$ cat src/rtl/cong_don_pkg.sv
// Shared types and default constants for the cong_don frame accumulator.
package cong_don_pkg;

   typedef enum logic {
      ACC  = 1'b0,
      DONE = 1'b1
   } cd_state_e;

   localparam int unsigned CD_IN_W  = 9;
   localparam int unsigned CD_LEN   = 8;
   localparam int unsigned CD_ACC_W = 12;

   // Sample counter width; a one-sample frame still needs a 1-bit counter.
   function automatic int unsigned cd_cnt_w(input int unsigned len);
      return (len > 1) ? $clog2(len) : 1;
   endfunction

endpackage

$ cat src/rtl/cong_don_acc_add.sv
// Ripple-carry accumulator adder built from fa cells.
// CONG_DON_SAT_EN selects a saturating result on carry out; otherwise the sum wraps.
module fa (
   input  logic a_i,
   input  logic b_i,
   input  logic ci_i,
   output logic s_o,
   output logic co_o
);
   assign s_o  = a_i ^ b_i ^ ci_i;
   assign co_o = (a_i & b_i) | (ci_i & (a_i ^ b_i));
endmodule

module acc_add #(
   parameter int unsigned W = 12
) (
   input  logic [W-1:0] a_i,
   input  logic [W-1:0] b_i,
   output logic [W-1:0] sum_c_o,
   output logic         cout_c_o
);
   logic [W:0]   carry;
   logic [W-1:0] raw;

   assign carry[0] = 1'b0;

   for (genvar i = 0; i < W; i++) begin : g_bit
      fa u_fa (
         .a_i  (a_i[i]),
         .b_i  (b_i[i]),
         .ci_i (carry[i]),
         .s_o  (raw[i]),
         .co_o (carry[i+1])
      );
   end

   assign cout_c_o = carry[W];

`ifdef CONG_DON_SAT_EN
   // Clamp to all-ones; a clamped accumulator keeps re-clamping on any further nonzero add.
   assign sum_c_o = carry[W] ? {W{1'b1}} : raw;
`else
   assign sum_c_o = raw;
`endif

endmodule

$ cat src/rtl/cong_don.sv
// Frame accumulator: sums LEN product-sum samples and holds the result on a handshake.
// Saturating accumulation is enabled by defining CONG_DON_SAT_EN.
module cong_don
   import cong_don_pkg::*;
#(
   parameter int unsigned IN_W  = CD_IN_W,
   parameter int unsigned LEN   = CD_LEN,
   parameter int unsigned ACC_W = CD_ACC_W
) (
   input  logic             clk,
   input  logic             rst_n,
   input  logic             in_valid,
   output logic             in_ready,
   input  logic [IN_W-1:0]  in_data,
   input  logic             flush,
   output logic             out_valid,
   input  logic             out_ready,
   output logic [ACC_W-1:0] out_data,
   output logic             out_ovf
);

   localparam int unsigned      CNT_W    = cd_cnt_w(LEN);
   localparam logic [CNT_W-1:0] CNT_LAST = CNT_W'(LEN - 1);

   cd_state_e        state_q, state_d;
   logic [ACC_W-1:0] acc_q, acc_d;
   logic [CNT_W-1:0] cnt_q, cnt_d;
   logic             ovf_q, ovf_d;
   logic             out_valid_q, out_valid_d;
   logic [ACC_W-1:0] out_data_q, out_data_d;
   logic             out_ovf_q, out_ovf_d;

   logic [ACC_W-1:0] in_ext;
   logic [ACC_W-1:0] sum;
   logic             carry;
   logic             accept;

   assign in_ext   = ACC_W'(in_data);
   assign in_ready = (state_q == ACC);
   assign accept   = in_valid & in_ready & ~flush;

   acc_add #(.W(ACC_W)) u_add (
      .a_i      (acc_q),
      .b_i      (in_ext),
      .sum_c_o  (sum),
      .cout_c_o (carry)
   );

   // Next-state: flush overrides any accept or result handshake in the same cycle.
   always_comb begin
      state_d     = state_q;
      acc_d       = acc_q;
      cnt_d       = cnt_q;
      ovf_d       = ovf_q;
      out_valid_d = out_valid_q;
      out_data_d  = out_data_q;
      out_ovf_d   = out_ovf_q;

      if (flush) begin
         state_d     = ACC;
         acc_d       = '0;
         cnt_d       = '0;
         ovf_d       = 1'b0;
         out_valid_d = 1'b0;
      end else begin
         case (state_q)
            ACC: begin
               if (accept) begin
                  if (cnt_q == CNT_LAST) begin
                     out_data_d  = sum;
                     out_ovf_d   = ovf_q | carry;
                     out_valid_d = 1'b1;
                     acc_d       = '0;
                     cnt_d       = '0;
                     ovf_d       = 1'b0;
                     state_d     = DONE;
                  end else begin
                     acc_d = sum;
                     ovf_d = ovf_q | carry;
                     cnt_d = cnt_q + CNT_W'(1);
                  end
               end
            end
            DONE: begin
               if (out_ready) begin
                  out_valid_d = 1'b0;
                  state_d     = ACC;
               end
            end
            default: begin
               state_d = ACC;
            end
         endcase
      end
   end

   always_ff @(posedge clk or negedge rst_n) begin
      if (!rst_n) begin
         state_q     <= ACC;
         acc_q       <= '0;
         cnt_q       <= '0;
         ovf_q       <= 1'b0;
         out_valid_q <= 1'b0;
         out_data_q  <= '0;
         out_ovf_q   <= 1'b0;
      end else begin
         state_q     <= state_d;
         acc_q       <= acc_d;
         cnt_q       <= cnt_d;
         ovf_q       <= ovf_d;
         out_valid_q <= out_valid_d;
         out_data_q  <= out_data_d;
         out_ovf_q   <= out_ovf_d;
      end
   end

   assign out_valid = out_valid_q;
   assign out_data  = out_data_q;
   assign out_ovf   = out_ovf_q;

endmodule

$ cat config.mk
export PLATFORM = sky130hd
export DESIGN_NAME = cong_don
export DESIGN_NICKNAME = d
export VERILOG_FILES = /design/src/rtl/cong_don_pkg.sv /design/src/rtl/cong_don_acc_add.sv /design/src/rtl/cong_don.sv
export SDC_FILE = /design/constraint.sdc
export NUM_CORES = 1
export LEC_CHECK = 0
export CAP_MARGIN = 20
export CORE_ASPECT_RATIO = 2
export CORE_MARGIN = 5
export CORE_UTILIZATION = 50
export DETAILED_ROUTE_END_ITERATION = 8
export PLACE_DENSITY = 0.77
export SYNTH_ARGS = -nofsm -noshare
export SYNTH_HDL_FRONTEND = slang
export SYNTH_SLANG_ARGS = --single-unit
$ cat constraint.sdc
create_clock -name clk -period 7.5 [get_ports clk]
set_input_delay 1.875 -clock clk [delete_from_list [all_inputs] [get_ports clk]]
set_output_delay 1.875 -clock clk [all_outputs]
set_load 0.1 [all_outputs]
Yosys cells after proc, flatten, opt, wreduce, memory -nomap -nowiden
Index checks and enable logic that the tools add are counted.
Widths: inputs -> output; s select.
{"block": "classes", "shifts": 0, "n_lt_le_gt_ge": 0, "div": 0, "mul": 0, "eq_ne": 5, "n_addsub": 1, "reduce_logical": 4, "n_bitwise": 53, "mux": 22}
{"cell": "$mux 12", "n": 4}
{"cell": "$and 1x1->1", "n": 22}
{"cell": "$xor 1x1->1", "n": 20}
{"cell": "$mux 1", "n": 12}
{"cell": "$mux 3", "n": 4}
{"cell": "$or 1x1->1", "n": 9}
{"cell": "$ne 3x1->1 const B", "n": 2}
{"cell": "$pmux 1 s2", "n": 2}
{"cell": "$reduce_and 4->1", "n": 1}
{"cell": "$add 3x1->3 const B", "n": 1}
{"cell": "$eq 3x3->1 const B", "n": 1}
{"cell": "$ne 3x3->1 const B", "n": 1}
{"cell": "$reduce_and 3->1", "n": 1}
{"cell": "$ne 2x2->1 const B", "n": 1}
{"cell": "$not 1->1", "n": 2}
{"cell": "$reduce_and 2->1", "n": 1}
{"cell": "$reduce_bool 2->1", "n": 1}
{"block": "totals", "in_bits": 14, "memories": 0, "latch_bits": 0, "rom_bits": 0, "ram_bits": 0, "word_cells": 92, "regBits": 31}

Longest topological paths before layout
Gate-level depths: netlist of run 1.
{"block": "logic_depth", "ltp_word": 25, "mapped_depth": 16}

Modules after synthesis
From an unflattened synthesis of run 1, not the netlist that was laid out.
{"block": "hier_totals", "hier_cells": 98, "hier_area_um2": 1492.7}
{"mod": "cong_don", "cells_per_inst": 85, "seq_area_each_um2": 775.7, "area_each_um2": 1248.7, "n_inst": 1}
{"mod": "fa", "cells_per_inst": 1, "seq_area_each_um2": 0.0, "area_each_um2": 20.0, "n_inst": 12}
{"mod": "acc_add", "cells_per_inst": 1, "seq_area_each_um2": 0.0, "area_each_um2": 3.8, "n_inst": 1}

Worst setup path before layout of run 1
No wires, ideal clock.
{"block": "synth_path", "path_kind": "input-to-reg", "startpoint": "in in_data[0]", "endpoint": "reg out_data_q[11] (netlist: out_data[11])", "required_time_ns": 7.374, "slack_ns": 1.906, "arrival_ns": 5.468, "path_stages": 15, "cell_sequence": "ha_1 > inv_1 > fa_1 > fa_1 > fa_1 > fa_1 > fa_1 > inv_1 > fa_1 > fa_1 > fa_1 > ha_1 > ha_1 > ha_1 > mux2_2"}
{"block": "synth_between", "elab_chain_len": 20}
{"element": "start, declared", "line": "cong_don.sv:14", "text": "input logic [IN_W-1:0] in_data,"}
{"element": "$and 1x1->1 (2 in series)", "line": "cong_don_acc_add.sv:11", "text": "assign co_o = (a_i & b_i) | (ci_i & (a_i ^ b_i));"}
{"element": "$or 1x1->1", "line": "cong_don_acc_add.sv:11"}
{"element": "$and 1x1->1", "line": "cong_don_acc_add.sv:11"}
{"element": "$or 1x1->1", "line": "cong_don_acc_add.sv:11"}
{"element": "$and 1x1->1", "line": "cong_don_acc_add.sv:11"}
{"element": "$or 1x1->1", "line": "cong_don_acc_add.sv:11"}
{"element": "$and 1x1->1", "line": "cong_don_acc_add.sv:11"}
{"element": "$or 1x1->1", "line": "cong_don_acc_add.sv:11"}
{"element": "[... 3 more ...]"}
{"element": "$or 1x1->1", "line": "cong_don_acc_add.sv:11"}
{"element": "$and 1x1->1", "line": "cong_don_acc_add.sv:11"}
{"element": "$or 1x1->1", "line": "cong_don_acc_add.sv:11"}
{"element": "$and 1x1->1", "line": "cong_don_acc_add.sv:11"}
{"element": "$or 1x1->1", "line": "cong_don_acc_add.sv:11"}
{"element": "$and 1x1->1 (2 in series)", "line": "cong_don_acc_add.sv:11"}
{"element": "$xor 1x1->1", "line": "cong_don_acc_add.sv:10", "text": "assign s_o = a_i ^ b_i ^ ci_i;"}
{"element": "via u_add.g_bit[11].u_fa.s_o", "line": "cong_don_acc_add.sv:7", "text": "output logic s_o,"}
{"element": "end signal, assigned", "line": "cong_don.sv:112", "text": "out_data_q <= out_data_d;"}
{"element": "end, declared", "line": "cong_don.sv:30", "text": "logic [ACC_W-1:0] out_data_q, out_data_d;"}
The timed path passes the listed nets, and every way through them passes these cells.
A chain may end at the register's enable or synchronous reset.

Final worst setup path of run 1
Ends and elaborated chain as after synthesis.

==> out/results.txt, run 1 <==
All-Layer GR Usage -> 14.7%
DR vias/cell -> 5.23
Max stage delay cell, worst path -> clkdlybuf4s50_1
Ports -> 29
Syn Area/Cell -> 13.5 µm²
First-pass DRT Iterations -> 4
CTS HTree Levels -> 2
Mapped Area -> 0.00151 mm²
Final setup violation count -> 0
R2R depth -> 15
Initial antenna violation count -> 0
Maximum VDD drop -> 0.000190 V
Hold Buf Count CTS -> 0
Highest clock rate -> 169 MHz
Max cap viols -> 0
Layout net count -> 172
CP dominant cell by count -> fa_1
Number of remaining DRC errors -> 0
DRT iter0 DRCs -> 14
CP arrival -> 6070 ps
Buf/Inv on CP -> 3
PortBufs -> 28
Final Hold Fails -> 0
CTS Buf Count -> 5
Routed length per instance -> 15.1 µm
Via count -> 916
Row cnt -> 28
Reg2Reg Setup Slack -> 3300 ps
Minimum clock period -> 5910 ps
Hold EP -> out_data[1]
Setup CP Type -> input pin to flop
Final Skew -> 3.75 ps
Final Wtd Congestion -> 0.761
CTS tree -> yes
Largest net degree at the start of global routing -> 32
Status -> complete, no violations
GR Util met2 -> 24.3%
Mapped Cells -> 112
Layout area overhead -> 24.8%
# clock sinks -> 31
Clock Path Buffers -> 2
Fin. max-slew vios -> 0
Crit path required time -> 7660 ps
Number of routed nets with antenna violations -> 0
Top-area cell type share of the netlist area -> 51.5%
Cell count of the worst hold path -> 2
Crit-path cells -> clkdlybuf4s50_1 -> ha_1 -> inv_1 -> fa_1 -> fa_1 -> fa_1 -> fa_1 -> fa_1 -> inv_1 -> fa_1 -> fa_1 -> fa_1 -> ha_1 -> ha_1 -> ha_1 -> mux2_2
Post_cts resized -> 0
Filler Cell Count -> 236
First-pass GRT wire length -> 4840 µm
Vias in the first global route -> 1054
CP endpoint kind -> flop
Hold Crit Start -> out_data[1]
Pwr dens -> 191 mW/mm²
Post-CTS Setup Bufs -> 0
Static Leakage -> 0.880 nW
Die W -> 48.8 µm
Initial core utilization -> 51.2%
Synth warn -> 0
GR peak layer -> met2
Root buf cell -> clkbuf_8
Met3 Resource Use GR -> 4.09%
Met1 usage -> 16.8%
Antenna fix cells -> 0
FF-to-FF Start -> acc_q[0]
Worst hold path type -> flop to flop
Final Power -> 358 µW
Final Cycle Share -> 78.8%
Layout cells sized above 1 -> 13.8%
Overflow after GRT -> 0
Startpoint Class -> input pin
Max FO, Critical Path -> 2
Critical path's top delay family -> adder cells
Synth Register Bits -> 31
Post-Route WL -> 2650 µm
Setup TNS -> 0 ps
Yosys cell types -> 24
Core Util, Final -> 63.9%
RSZ-0062 raised after global routing -> false
Seq/Total Area, Yosys -> 51.5%
Post-synth top area cell -> dfrtp_1
Final HPWL DP -> 2000 µm
Worst rel slew slack -> 34.7%
Synth area leaders -> dfrtp_1, fa_1, mux2_4, ha_1, a22o_1
Die Ht -> 87.6 µm
CP max stage delay -> 460 ps
Reg clk slew, reported paths -> 60 ps
Worst r2r dst -> out_data[11]
Clock Latency Late Sink -> 280 ps
Die area -> 0.00428 mm²
Worst Max-Slew Pin Slew -> 977 ps
Core footprint -> 0.00294 mm²
Post-Syn Nets -> 140
[cells by family after synthesis]
kind of cell | synth area share [%]
buf+inv | 5.73
compound gates | 12.0
fa+ha+maj | 15.6
flops | 51.5
simple gates | 7.73
mux | 7.48
[cell usage after synthesis (all sizes together)]
library cell / count
a211oi: 1
a21oi: 3
a221oi: 1
a22o: 7
and2b: 1
buf: 3
clkbuf: 1
dfrtp: 31
fa: 8
ha: 6
inv: 14
mux2: 8
nand2: 10
nand2b: 1
nand4bb: 1
nor2: 2
nor3: 1
o21ai: 6
o2bb2ai: 5
o31ai: 1
or3: 1
[how the worst max path moves through the flow]
stage                from           end  slack [ps]  cells past startpoint
3_5_place_dp   in_data[0]  out_data[11]        1240                     16
2_1_floorplan  in_data[0]  out_data[11]        1910                     15
6_report       in_data[0]  out_data[11]        1590                     16
5_1_grt        in_data[0]  out_data[11]        1410                     16
3_3_place_gp   in_data[0]  out_data[11]        1320                     16
4_1_cts        in_data[0]  out_data[11]        1550                     16
[stage by stage]
| stage | cells | worst slack (ps) | instance area, µm² | hold WS, ps |
|---|---|---|---|---|
| floorplan | 112 | 1910 | 1510 | 456 |
| global placement | 167 | 1320 | 1800 | 462 |
| detailed placement | 167 | 1240 | 1800 | 469 |
| CTS | 175 | 1550 | 1880 | 483 |
| global route | 175 | 1410 | 1880 | 505 |
| finish | 175 | 1590 | 1880 | 477 |
[sequential cells by signal, indices dropped and copies added, names as in the netlist]
name,flops
acc_q,12
out_data,12
cnt_q,3
out_ovf,1
out_valid,1
ovf_q,1
state_q,1
[routing by layer]
metal | vias to the layer above | share of wire (%)
met5 | - | 0
met4 | 0 | 3.0
met3 | 9 | 5.1
met2 | 19 | 53
met1 | 448 | 39
li1 | 440 | -
[cell type report]
cell class / count / area, µm² / area share [%]
sequential: 31 / 776 / 41.3
multi-input combinational: 63 / 644 / 34.3
timing repair buffer: 29 / 288 / 15.3
clock buffer: 7 / 76.3 / 4.06
inverter: 14 / 52.6 / 2.80
tap: 30 / 37.5 / 2.00
clock inverter: 1 / 5.00 / 0.266
[worst min-delay path, stage by stage (launching register included)]
cell and delay (ps):
dfrtp_1 340, nand2_1 40, o21ai_0 60
[power breakdown]
part           internal [mW]  switching [mW]  leakage [nW]
Clock                 0.0650          0.0593        0.0422
Sequential             0.175         0.00494         0.425
Combinational         0.0255          0.0282         0.413
Total                  0.266          0.0924         0.880
[layout by cell type, fill, tap and decap left out, types with 3 or more instances in the layout]
master | synthesis | layout
a21oi_1 | 3 | 3
a22o_1 | 7 | 7
clkbuf_8 | 0 | 5
clkdlybuf4s50_1 | 0 | 28
dfrtp_1 | 31 | 31
fa_1 | 8 | 8
ha_1 | 6 | 6
inv_1 | 14 | 14
mux2_4 | 6 | 6
nand2_1 | 10 | 10
o21ai_0 | 6 | 6
o2bb2ai_1 | 5 | 5
No activity file was read; power rests on OpenSTA's default activity.
==> inputs of run 2 (changes only) <==
==> constraint.sdc (replaced) <==
create_clock -name clk -period 5.85 [get_ports clk]
set_input_delay 1.4625 -clock clk [delete_from_list [all_inputs] [get_ports clk]]
set_output_delay 1.4625 -clock clk [all_outputs]
set_load 0.1 [all_outputs]
==> run 2 against run 1 <==
Power increased by 32%. Final cell count decreased by 0.57%. Worst setup slack got worse by 1300 ps. Critical endpoint unchanged.
==> out/results.txt, run 2 (same netlist as run 1, synthesis figures left out) <==
Status -> complete, no violations
Sequential cell area -> 776 µm² (unchanged)
First-pass GRT wire length -> 5380 µm (+11%)
Worst rel slew slack -> 35.0% (+0.31 points)
Pwr dens -> 251 mW/mm² (+31%)
CTS tree -> yes
Commonest cells after routing, fill and taps aside -> dfrtp_1, clkdlybuf4s50_1, inv_1
Core Util, Final -> 64.1% (+0.21 points)
Layout net count -> 172 (unchanged)
All-Layer GR Usage -> 16.6% (+1.9 points)
Crit path required time -> 6020 ps (-1640 ps)
Initial antenna violation count -> 0 (unchanged)
Worst Max-Slew Pin Slew -> 972 ps (-4.61 ps)
Antenna fix cells -> 0 (unchanged)
Worst r2r dst -> out_data[11]
Pre-CTS setup slack -> -69.5 ps (-1310 ps)
Static Leakage -> 0.885 nW (+0.55%)
Post-CTS Setup Bufs -> 0 (unchanged)
Startpoint Class -> input pin
Via count -> 941 (+2.7%)
Buf/Inv on CP -> 3 (unchanged)
Final Hold Fails -> 0 (unchanged)
DRT iter0 DRCs -> 14 (unchanged)
Clock Latency Late Sink -> 280 ps (about the same)
PortBufs -> 28 (unchanged)
Crit-path cells -> clkdlybuf4s50_1 -> ha_1 -> inv_1 -> fa_1 -> fa_1 -> fa_1 -> fa_1 -> fa_1 -> inv_1 -> fa_1 -> fa_1 -> fa_1 -> ha_1 -> ha_1 -> ha_1 -> mux2_2
Post-Place Cell Area -> 0.00180 mm² (unchanged)
CP arrival -> 5760 ps (-310 ps)
RSZ-0062 raised after global routing -> false
DR vias/cell -> 5.41 (+3.3%)
Layout area overhead -> 25.2%
Clock Path Buffers -> 2 (unchanged)
Vias in the first global route -> 1124 (+6.6%)
Minimum clock period -> 5590 ps
CTS HTree Levels -> 2 (unchanged)
# clock sinks -> 31 (unchanged)
Post_cts resized -> 0 (unchanged)
Filler Cell Count -> 240 (+1.7%)
Number of routed nets with antenna violations -> 0 (unchanged)
Layout cells sized above 1 -> 14.6% (+0.79 points)
Setup crit end -> out_data[11]
Worst hold path type -> flop to flop
Final instance area -> 0.00189 mm² (+0.33%)
CP endpoint kind -> flop
Reg2Reg Setup Slack -> 1540 ps (-1760 ps)
Highest clock rate -> 179 MHz
Final Cycle Share -> 95.6%
CP max stage delay -> 460 ps (about the same)
CTS Buf Count -> 5 (unchanged)
Stages on worst setup path -> 16 (unchanged)
Max FO, Critical Path -> 2 (unchanged)
Critical path's top delay family -> adder cells
Die Ht -> 87.6 µm (unchanged)
Die W -> 48.8 µm (unchanged)
Number of remaining DRC errors -> 0 (unchanged)
Reg clk slew, reported paths -> 70 ps (about the same)
Final HPWL DP -> 2150 µm (+7.5%)
Maximum VDD drop -> 0.000221 V (+16%)
Commonest non-fill, non-tap cell in the layout -> dfrtp_1
Initial core utilization -> 51.2% (unchanged)
Fin. max-slew vios -> 0 (unchanged)
Core footprint -> 0.00294 mm² (unchanged)
Row cnt -> 28 (unchanged)
Routed length per instance -> 16.9 µm (+12%)
Critical Path Start -> in_data[0]
CP dominant cell by count -> fa_1
Final Power -> 473 µW (+32%)
Root buf cell -> clkbuf_8
R2R depth -> 15 (unchanged)
FF-to-FF Start -> acc_q[0]
Max stage delay cell, worst path -> clkdlybuf4s50_1
Die area -> 0.00428 mm² (unchanged)
First-pass DRT Iterations -> 3 (-1)
Final setup violation count -> 0 (unchanged)
Max cap viols -> 0 (unchanged)
Largest net degree at the start of global routing -> 32 (unchanged)
Final Wtd Congestion -> 0.791 (+4.0%)
Final Skew -> 7.27 ps (+3.52 ps)
Ports -> 29 (unchanged)
Post-Route WL -> 2950 µm (+11%)
Setup CP Type -> input pin to flop
Worst setup margin -> 260 ps (-1330 ps)
Hold Buf Count CTS -> 0 (unchanged)
Overflow after GRT -> 0 (unchanged)
Cell count of the worst hold path -> 2 (unchanged)
Multi-input gate area -> 644 µm² (unchanged)
-- run 2: cell types whose count changed in the layout (fill, tap and decap cells not counted) --
cell / previous run / this run
clkbuf_1: 2 / 0
clkbuf_8: 5 / 6
-- run 2: final cells by class --
type                            count  area share (%)
Clock buffer                        6            4.38
Clock inverter                      1           0.265
Inverter                           14            2.79
Multi-Input combinational cell     63            34.2
Sequential cell                    31            41.1
Tap cell                           30            1.99
Timing Repair Buffer               29            15.3
-- run 2: layer usage --
layer  share of wire, %  GRT usage, %  up-vias  wire length [µm]
met1                 36          18.4      472              1050
met2                 56          28.1       19              1660
met3                5.2          5.28        9               153
li1                   -             -      441                 -
met5                  0             0        -                 0
met4                2.8          8.82        0                83
-- run 2: tightest hold or removal path: stages (launching register included) --
cell and delay, ps:
dfrtp_1 350, nand2_1 40, o21ai_0 60
-- run 2: stage by stage --
stage          TNS [ps]  instances  hold slack (ps)
3_5_place_dp      -84.9        167              470
4_1_cts               0        174              484
6_report              0        174              484
5_1_grt               0        174              515
3_3_place_gp          0        167              462
2_1_floorplan         0        112              456
-- run 2: power by group --
part | leakage [nW] | internal [mW] | switching, mW | total [mW]
Combinational | 0.413 | 0.0335 | 0.0381 | 0.0717
Clock | 0.0470 | 0.0921 | 0.0773 | 0.169
Sequential | 0.425 | 0.225 | 0.00659 | 0.231
Total | 0.885 | 0.351 | 0.122 | 0.473
-- run 2: how the worst min path moves through the flow --
| stage | slack [ps] | endpoint | from |
|---|---|---|---|
| 3_5_place_dp | 470 | out_data[3] | out_data[3] |
| 5_1_grt | 510 | acc_q[2] | acc_q[2] |
| 6_report | 480 | out_data[3] | out_data[3] |
| 3_3_place_gp | 460 | out_data[3] | out_data[3] |
| 4_1_cts | 480 | out_data[3] | out_data[3] |
| 2_1_floorplan | 460 | acc_q[1] | acc_q[1] |
